<file path="src/rtl/generador_frecuencia.sv">
`default_nettype none
// +--------------------------------------------------------------------------+
// | generador_frecuencia: frequency word -> 50 % duty square wave            |
// | Rev 1.0                                                                  |
// +--------------------------------------------------------------------------+
module generador_frecuencia #(
    parameter int CLK_HZ = 100_000_000,
    parameter int F_W    = 11,
    parameter int DIV_W  = 26
) (
    input  logic             clk,
    input  logic             rst,
    input  logic             ENg,
    input  logic [F_W-1:0]   f,
    output logic             senal,
    output logic             listo,
    output logic [DIV_W-1:0] medio_periodo
);

    localparam int               c_IDX_W     = $clog2(DIV_W);
    localparam logic [DIV_W-1:0] c_DIVIDENDO = DIV_W'(CLK_HZ / 2);

    localparam logic [1:0] c_IDLE    = 2'd0;
    localparam logic [1:0] c_DIVIDE  = 2'd1;
    localparam logic [1:0] c_PENDING = 2'd2;

    logic [1:0]         r_state;
    logic [F_W-1:0]     r_f_ult;
    logic [F_W-1:0]     r_divisor;
    logic [DIV_W:0]     r_rem;
    logic [DIV_W-1:0]   r_quot;
    logic [DIV_W-1:0]   r_medio;
    logic [DIV_W-1:0]   r_cnt;
    logic [c_IDX_W-1:0] r_bit_idx;
    logic               r_senal;
    logic               r_listo;
    logic               r_commit_d;

    logic [DIV_W:0]     w_div_ext;
    logic [DIV_W:0]     w_rem_shift;
    logic [DIV_W:0]     w_rem_next;
    logic               w_q_bit;
    logic [DIV_W-1:0]   w_q_next;
    logic               w_fin_fase;
    logic               w_cambio;

    // One restoring-division step: bring down the next dividend bit, MSB first.
    always_comb begin
        w_div_ext   = {{(DIV_W + 1 - F_W){1'b0}}, r_divisor};
        w_rem_shift = (r_rem << 1) | {{DIV_W{1'b0}}, c_DIVIDENDO[r_bit_idx]};
        w_q_bit     = (w_rem_shift >= w_div_ext);
        w_rem_next  = w_q_bit ? (w_rem_shift - w_div_ext) : w_rem_shift;
        w_q_next    = {r_quot[DIV_W-2:0], w_q_bit};
        w_fin_fase  = (r_medio != '0) && (r_cnt == r_medio - DIV_W'(1));
        w_cambio    = (f != r_f_ult);
    end

    always_ff @(posedge clk) begin
        if (!rst || !ENg) begin
            r_state    <= c_IDLE;
            r_f_ult    <= '0;
            r_divisor  <= '0;
            r_rem      <= '0;
            r_quot     <= '0;
            r_bit_idx  <= '0;
            r_medio    <= '0;
            r_cnt      <= '0;
            r_senal    <= 1'b0;
            r_listo    <= 1'b0;
            r_commit_d <= 1'b0;
        end else begin
            r_commit_d <= 1'b0;
            if (r_commit_d) begin
                r_listo <= 1'b1;
            end

            if (r_medio == '0) begin
                r_cnt   <= '0;
                r_senal <= 1'b0;
            end else if (w_fin_fase) begin
                r_cnt   <= '0;
                r_senal <= ~r_senal;
            end else begin
                r_cnt <= r_cnt + DIV_W'(1);
            end

            // A new request in any state discards whatever was in flight.
            if (w_cambio) begin
                r_f_ult   <= f;
                r_divisor <= f;
                r_listo   <= 1'b0;
                r_rem     <= '0;
                r_quot    <= '0;
                r_bit_idx <= c_IDX_W'(DIV_W - 1);
                r_state   <= (f == '0) ? c_PENDING : c_DIVIDE;
            end else begin
                case (r_state)
                    c_DIVIDE: begin
                        r_rem     <= w_rem_next;
                        r_bit_idx <= r_bit_idx - c_IDX_W'(1);
                        if (r_bit_idx == '0) begin
                            r_quot  <= (w_q_next == '0) ? DIV_W'(1) : w_q_next;
                            r_state <= c_PENDING;
                        end else begin
                            r_quot <= w_q_next;
                        end
                    end
                    c_PENDING: begin
                        if ((r_medio == '0) || w_fin_fase) begin
                            r_medio    <= r_quot;
                            r_cnt      <= '0;
                            r_state    <= c_IDLE;
                            r_commit_d <= 1'b1;
                            if (r_quot == '0) begin
                                r_senal <= 1'b0;
                            end
                        end
                    end
                    default: ;
                endcase
            end
        end
    end

    assign senal         = r_senal;
    assign listo         = r_listo;
    assign medio_periodo = r_medio;

endmodule
`default_nettype wire

</file>
<file path="config.mk">
export PLATFORM = sky130hd
export DESIGN_NAME = generador_frecuencia
export DESIGN_NICKNAME = d
export VERILOG_FILES = /design/src/rtl/generador_frecuencia.sv
export SDC_FILE = /design/constraint.sdc
export NUM_CORES = 1
export LEC_CHECK = 0
export BUFFER_PORTS_ARGS = -buffer_cell sky130_fd_sc_hd__buf_2
export CAP_MARGIN = 20
export CORE_MARGIN = 2
export CORE_UTILIZATION = 25
export CTS_CLUSTER_SIZE = 12
export DETAILED_ROUTE_END_ITERATION = 10
export SYNTH_ARGS = -nofsm -noshare
export SYNTH_HDL_FRONTEND = slang
export SYNTH_SLANG_ARGS = --single-unit
</file>
<file path="constraint.sdc">
create_clock -name clk -period 5.3 [get_ports clk]
set_clock_uncertainty 0.15 [all_clocks]
set_input_delay 1.325 -clock clk [delete_from_list [all_inputs] [get_ports clk]]
set_output_delay 1.325 -clock clk [all_outputs]
set_load 0.005 [all_outputs]
</file>
==> results of run 1 <==
==> stage by stage <==
stage               instance area, um2  utilization [%]  cells  worst slack (ps)  hold slack, ps
finish                            7740             29.7   1168              1140             292
global route                      7740             29.7   1168               857             319
CTS                               7710             29.6   1166              1010             298
detailed placement                7120             27.3   1135              1060             292
global placement                  7120             27.3   1135              1180             280
floorplan                         6640                -    794              1860             261
==> final cells by class <==
| cell class | instances | share of cell area (%) |
|---|---|---|
| multi-input cells | 607 | 50.0 |
| well taps | 335 | 5.41 |
| clock buffers | 25 | 6.53 |
| clock inverters | 6 | 1.07 |
| flip-flops and latches | 125 | 32.3 |
| inverters | 22 | 1.07 |
| repair buffers | 48 | 3.56 |
==> critical path, cell delays in order, from the launching register on <==
cell     delay [ps]
dfxtp_1         370
inv_1            80
ha_1            220
nor3b_1         510
and2_1          380
a21oi_1         100
or2_2           290
or4_1           550
nor4b_4         420
or3_1           810
nor2_1          130
==> cells by family (layout without fill, tap and decap cells) <==
kind of cell | after synthesis | after routing
AO/OA/AOI/OAI | 130 | 130
XOR/XNOR | 85 | 85
adder cells (fa/ha/maj) | 17 | 17
buffers and inverters | 62 | 101
flip-flops | 125 | 125
multiplexers | 28 | 28
AND/OR/NAND/NOR | 347 | 347
==> cells in the mapped netlist, types with 3 or more instances <==
cell	instances	area [um2]
a311oi_1	7	61.3
nand2_1	89	334
inv_1	22	82.6
o211ai_1	4	30.0
nor3b_1	6	45.0
o21ai_0	14	70.1
buf_2	7	35.0
buf_1	3	11.3
and3_1	19	119
o21a_1	6	45.0
mux2i_1	28	280
nor2b_1	4	25.0
a21oi_1	48	240
a21o_1	4	30.0
ha_1	16	200
nand4_1	11	68.8
nand3_1	22	110
o2111ai_1	3	26.3
buf_6	3	33.8
nor4_1	18	113
clkbuf_1	25	93.8
nand2b_1	8	50.1
or2_2	3	18.8
nor3_1	19	95.1
or3_1	13	81.3
and2_1	6	37.5
nor2_1	106	398
nand3b_1	5	37.5
a31oi_1	5	31.3
a211oi_1	21	158
xnor2_1	50	438
nor4b_1	3	26.3
or4_1	4	30.0
xor2_1	35	307
dfxtp_1	125	2500
==> path summary, 6_finish.rpt <==
kind	end	slack, ps
worst max-delay path	r_cnt[11]	1140
worst min-delay path	listo	290
worst max register to register	r_cnt[11]	1140
worst min register to register	listo	290
==> report_power, final <==
| part | total (mW) | internal [mW] | switching [mW] |
|---|---|---|---|
| combinational | 0.135 | 0.0527 | 0.0822 |
| sequential | 0.950 | 0.946 | 0.00485 |
| clock | 1.15 | 0.750 | 0.398 |
| total | 2.23 | 1.75 | 0.485 |
==> state kept, by name, summed over array words and instances (netlist names) <==
| signal | cells |
|---|---|
| r_divisor | 11 |
| listo | 1 |
| senal | 1 |
| r_rem | 26 |
| medio_periodo | 26 |
| r_cnt | 26 |
| r_state | 2 |
| r_commit_d | 1 |
| r_bit_idx | 5 |
| r_quot | 26 |
==> layer usage <==
metal / global-route usage (%) / up-vias
li1: - / 2857
met4: 2.89 / 0
met3: 2.50 / 14
met5: 0 / -
met2: 17.9 / 88
met1: 15.3 / 2589
==> impl_metrics.toml, run 1 <==
[sta]
maxSlewViolCount = 0
hold_viol_final = 0
max_freq_ghz = 0.240
fin_setup_tns_ps = 0
min_period_ps = 4160
slew_headroom_pct = 35.7
rsz0062_at_grt = "no"
setup_viol = 0
period_share_pct = 78.6
tightest_slew_ps = 965

[layout]
drive_above_1_share_pct = 11.3
fillers = 2780
synthToLayoutAreaGrowth_pct = 16.7
mostFrequentLayoutCell = "dfxtp_1"
antenna_cells = 0
layout_common_cells = "dfxtp_1 (125), nor2_1 (105), nand2_1 (89)"
fin_nets = 852
ff_latch_area_um2 = 2500
multiInputGateArea_um2 = 3870

[worst_setup_path]
critPathKind = "register to register"
end_kind = "register"
cp_max_fo = 26
r2r_start = "medio_periodo[0]"
crit_required_ps = 5400
crit_arrival_ps = 4260
startpoint = "medio_periodo[0]"
setup.worst_path.start_class = "register"
reg2regPathDepth = 10

[routing]
wl_met2_um = 7010
drt_drc_violations_left = 0
wl_met3_um = 552
wire_per_inst_um = 13.3
dr_total_vias = 5548
viasPerCell = 4.75
met1_length_um = 7810
first_pass_iters = 4
wirelength_um = 15500
top_layer = "met4"
antenna_left = 0
drtIter0Drc = 400

[clocking]
cts_repair_resize_count = 0
cts_tree = "yes"
cts.sinks = 125
clk_latency_ps = 410
htreeDepth = 4
clockBufferDepth = 2
root_buffer = "clkbuf_16"
cts-hold-fix-buffers = 0
cts_setup_buffers = 0
cts_buffers = 17
clk_pin_slew_ps = 50

[grt]
grt_pass1_wl_um = 26000
grt_start_max_net_pins = 73
grt_usage_pct = 11.2
grt-ovfl-total = 0
antenna_found_initial = 0
grt_pass1_vias = 5237

[power_and_ir_drop]
p_total_mw = 2.23
powerDensity_nw_per_um2 = 288
p_leak_nw = 3.01
ir_worst_vdd_mv = 0.184

[synthesis]
synth_seq_area_share_pct = 37.7
synth_area_um2 = 6640
synth_compound_area_share_pct = 12.8
postSynthAreaPerCell_um2 = 8.36
async_reset_ff_share_pct = 0
synth_xor_area_share_pct = 11.2
ys_types = 61
ys_warn_count = 0
synth_flop_cell = "dfxtp_1"
syn_inst = 794
synth-edff-count = 0
synthMuxAreaShare_pct = 4.22
synthSimpleGateAreaFrac_pct = 26.3
synth-adder-area-share_pct = 3.32
ys_ff_latch = 125
synth_top_family_by_area = "simple AND/OR/NAND/NOR gates"
syn_nets = 825

[place]
dp_hpwl_um = 10800
routabilityCongestion = 0.828
port_buffers = 41

[hold_path]
hold_start = "r_commit_d"
min_path_type = "register to register"
hold_path_depth = 2

[floorplanning]
start_util_pct = 25.5
die_y_um = 167
die-width_um = 167
dieArea_um2 = 27900
ioPinCount = 42
num_rows = 59
coreArea_um2 = 26100

[status]
status = "complete, no violations"

[run]
maxCapViolations = 0
Note: power is estimated with default switching activity, not from simulation.
==> run 2, diff against run 1 <==
--- a/config.mk
+++ b/config.mk
@@ -5,6 +5,7 @@
 export SDC_FILE = /design/constraint.sdc
 export NUM_CORES = 1
 export LEC_CHECK = 0
+export ABC_AREA = 1
 export BUFFER_PORTS_ARGS = -buffer_cell sky130_fd_sc_hd__buf_2
 export CAP_MARGIN = 20
 export CORE_MARGIN = 2
==> constraint.sdc (replaced) <==
create_clock -name clk -period 3.4 [get_ports clk]
set_clock_uncertainty 0.15 [all_clocks]
set_input_delay 0.85 -clock clk [delete_from_list [all_inputs] [get_ports clk]]
set_output_delay 0.85 -clock clk [all_outputs]
set_load 0.005 [all_outputs]
==> run 2 against run 1 <==
Cell area grew 14%; die area grew 14%; synthesized area grew 14%; sequential cell count is the same; largest cell class unchanged.
==> impl_metrics.toml, run 2 <==
[place]
port_buffers = 41
dp_hpwl_um = 15800
place_area_um2 = 8230
routabilityCongestion = 0.895

[power_and_ir_drop]
ir_worst_vdd_mv = 0.360
seq_power_share_pct = 40.7
p_clk_share_pct = 53.5
switchingPower_uw = 899
p_comb_share_pct = 5.7
p_sw_share_pct = 24.8
powerDensity_nw_per_um2 = 410
p_leak_nw = 4.11
internal_power_mw = 2.73

[floorplanning]
num_rows = 63
start_util_pct = 25.5
die-width_um = 178
ioPinCount = 42
coreArea_um2 = 29700
dieArea_um2 = 31700
die_y_um = 178

[synthesis]
synth_area_leaders = "dfxtp_1 (33%), nand2_1 (15%), nor2_1 (10%)"
yosysTopAreaCell = "dfxtp_1"
yosysMostFrequentCell = "nand2_1"
ys_types = 41
synth.top_cell.area_share_pct = 33.1
syn_inst = 1168
postSynthAreaPerCell_um2 = 6.48
synth-edff-count = 0
synth_common_cells = "nand2_1 (294), nor2_1 (202), dfxtp_1 (125)"
ys_warn_count = 0
synth_seq_area_share_pct = 33.1
syn_nets = 1199
synth_flop_cell = "dfxtp_1"
ys_ff_latch = 125
async_reset_ff_share_pct = 0
synth_area_um2 = 7570

[grt]
antenna_found_initial = 0
grt_pass1_wl_um = 35000
grt_start_max_net_pins = 56
grt_usage_pct = 13.9
grt_pass1_vias = 7005
grt-ovfl-total = 0

[routing]
met1_length_um = 9960
wl_met3_um = 812
antenna_left = 0
wirelength_um = 20800
wire_per_inst_um = 12.9
dr_total_vias = 7280
viasPerCell = 4.51
top_layer = "met4"
wl_met2_um = 9710
drtIter0Drc = 532
drt_drc_violations_left = 0
first_pass_iters = 5

[worst_setup_path]
crit_required_ps = 3610
cp_max_fo = 3
ff2ff_setup_slack_ps = 400
end_kind = "register"
setup.worst_path.start_class = "register"
critPathKind = "register to register"
crit_arrival_ps = 3210

[layout]
mostFrequentLayoutCell = "nand2_1"
synthToLayoutAreaGrowth_pct = 17.0
layout_common_cells = "nand2_1 (294), nor2_1 (201), dfxtp_1 (125)"
fin_area_um2 = 8850
antenna_cells = 0
drive_above_1_share_pct = 10.8
fin_nets = 1243

[sta]
rsz0062_at_grt = "no"
setup_viol = 0
tightest_slew_ps = 544
max_freq_ghz = 0.334
period_share_pct = 88.2
slew_headroom_pct = 63.4
min_period_ps = 3000
hold_viol_final = 0
fin_setup_tns_ps = 0
maxSlewViolCount = 0

[clocking]
cts.sinks = 125
root_buffer = "clkbuf_16"
cts_tree = "yes"
cts_buffers = 17
cts-hold-fix-buffers = 0
clockBufferDepth = 2
clk_latency_ps = 430
clk_pin_slew_ps = 60
htreeDepth = 4

[status]
status = "complete, no violations"

[hold_path]
min_path_type = "register to register"

[run]
maxCapViolations = 0
==> run 2: cell count changes after synthesis, moves of 28 or more <==
cell | before | now
a21oi_1 | 48 | 81
inv_1 | 22 | 120
mux2i_1 | 28 | 0
nand2_1 | 89 | 294
nand3_1 | 22 | 55
nor2_1 | 106 | 202
==> run 2: worst paths after layout <==
kind           startpoint   endpoint  cells after the start
max          r_bit_idx[0]  r_rem[20]                     15
min            r_commit_d      listo                      2
max reg2reg  r_bit_idx[0]  r_rem[20]                     15
min reg2reg    r_commit_d      listo                      2
==> run 2: cell type report <==
class	count	area, um2
Clock buffer	18	439
Clock inverter	14	181
Fill cell	3287	20900
Inverter	126	473
Multi-Input combinational cell	887	4460
Sequential cell	125	2500
Tap cell	390	488
Timing Repair Buffer	55	310
==> run 2: kinds of logic after synthesis <==
group                    after synthesis  share of synthesized area (%)
adder cells (fa/ha/maj)               17                           2.91
AO/OA/AOI/OAI                        145                           10.3
flip-flops                           125                           33.1
AND/OR/NAND/NOR                      662                           38.3
buffers and inverters                156                           8.15
XOR/XNOR                              63                           7.29
==> run 2: critical path: stages, from the launching register on <==
cell and delay (ps):
dfxtp_1 320, ha_1 180, o21ai_0 140, nor2_1 60
a21oi_1 270, ha_1 280, fa_1 220, nand3b_1 110
nand2_1 90, a21oi_1 190, o21ai_0 170, a21oi_2 240
nand3_1 160, o21ai_0 180, nand2_1 70, a21oi_1 110
==> run 2: metal layers <==
metal | GRT usage, % | vias up
met1 | 17.7 | 3299
met4 | 4.37 | 0
met5 | 0 | -
li1 | - | 3832
met2 | 23.5 | 129
met3 | 2.69 | 20
==> run 2: stage by stage <==
stage               hold WS, ps  std cells  setup slack (ps)  total power [mW]  util [%]
finish                      322       1615               402              3.63      29.8
global placement            286       1583               434              1.72      27.7
detailed placement          290       1583               343              1.72      27.7
global route                354       1615              24.5              3.77      29.8
CTS                         319       1615               319              3.67      29.8
floorplan                   275       1168               637              1.67         -
==> run 2: power by group through the flow <==
stage          sequential (mW)  combinational (mW)  clock [mW]
2_1_floorplan             1.51               0.156           0
3_3_place_gp              1.51               0.208           0
3_5_place_dp              1.51               0.209           0
4_1_cts                   1.48               0.210        1.99
5_1_grt                   1.48               0.238        2.05
6_report                  1.48               0.209        1.94
==> run 2: timing repair <==
| item | CTS | global route |
|---|---|---|
| setup buffers | 0 | 0 |
| resized for setup | 0 | 1 |
| endpoints found under the setup margin | 0 | 2 |
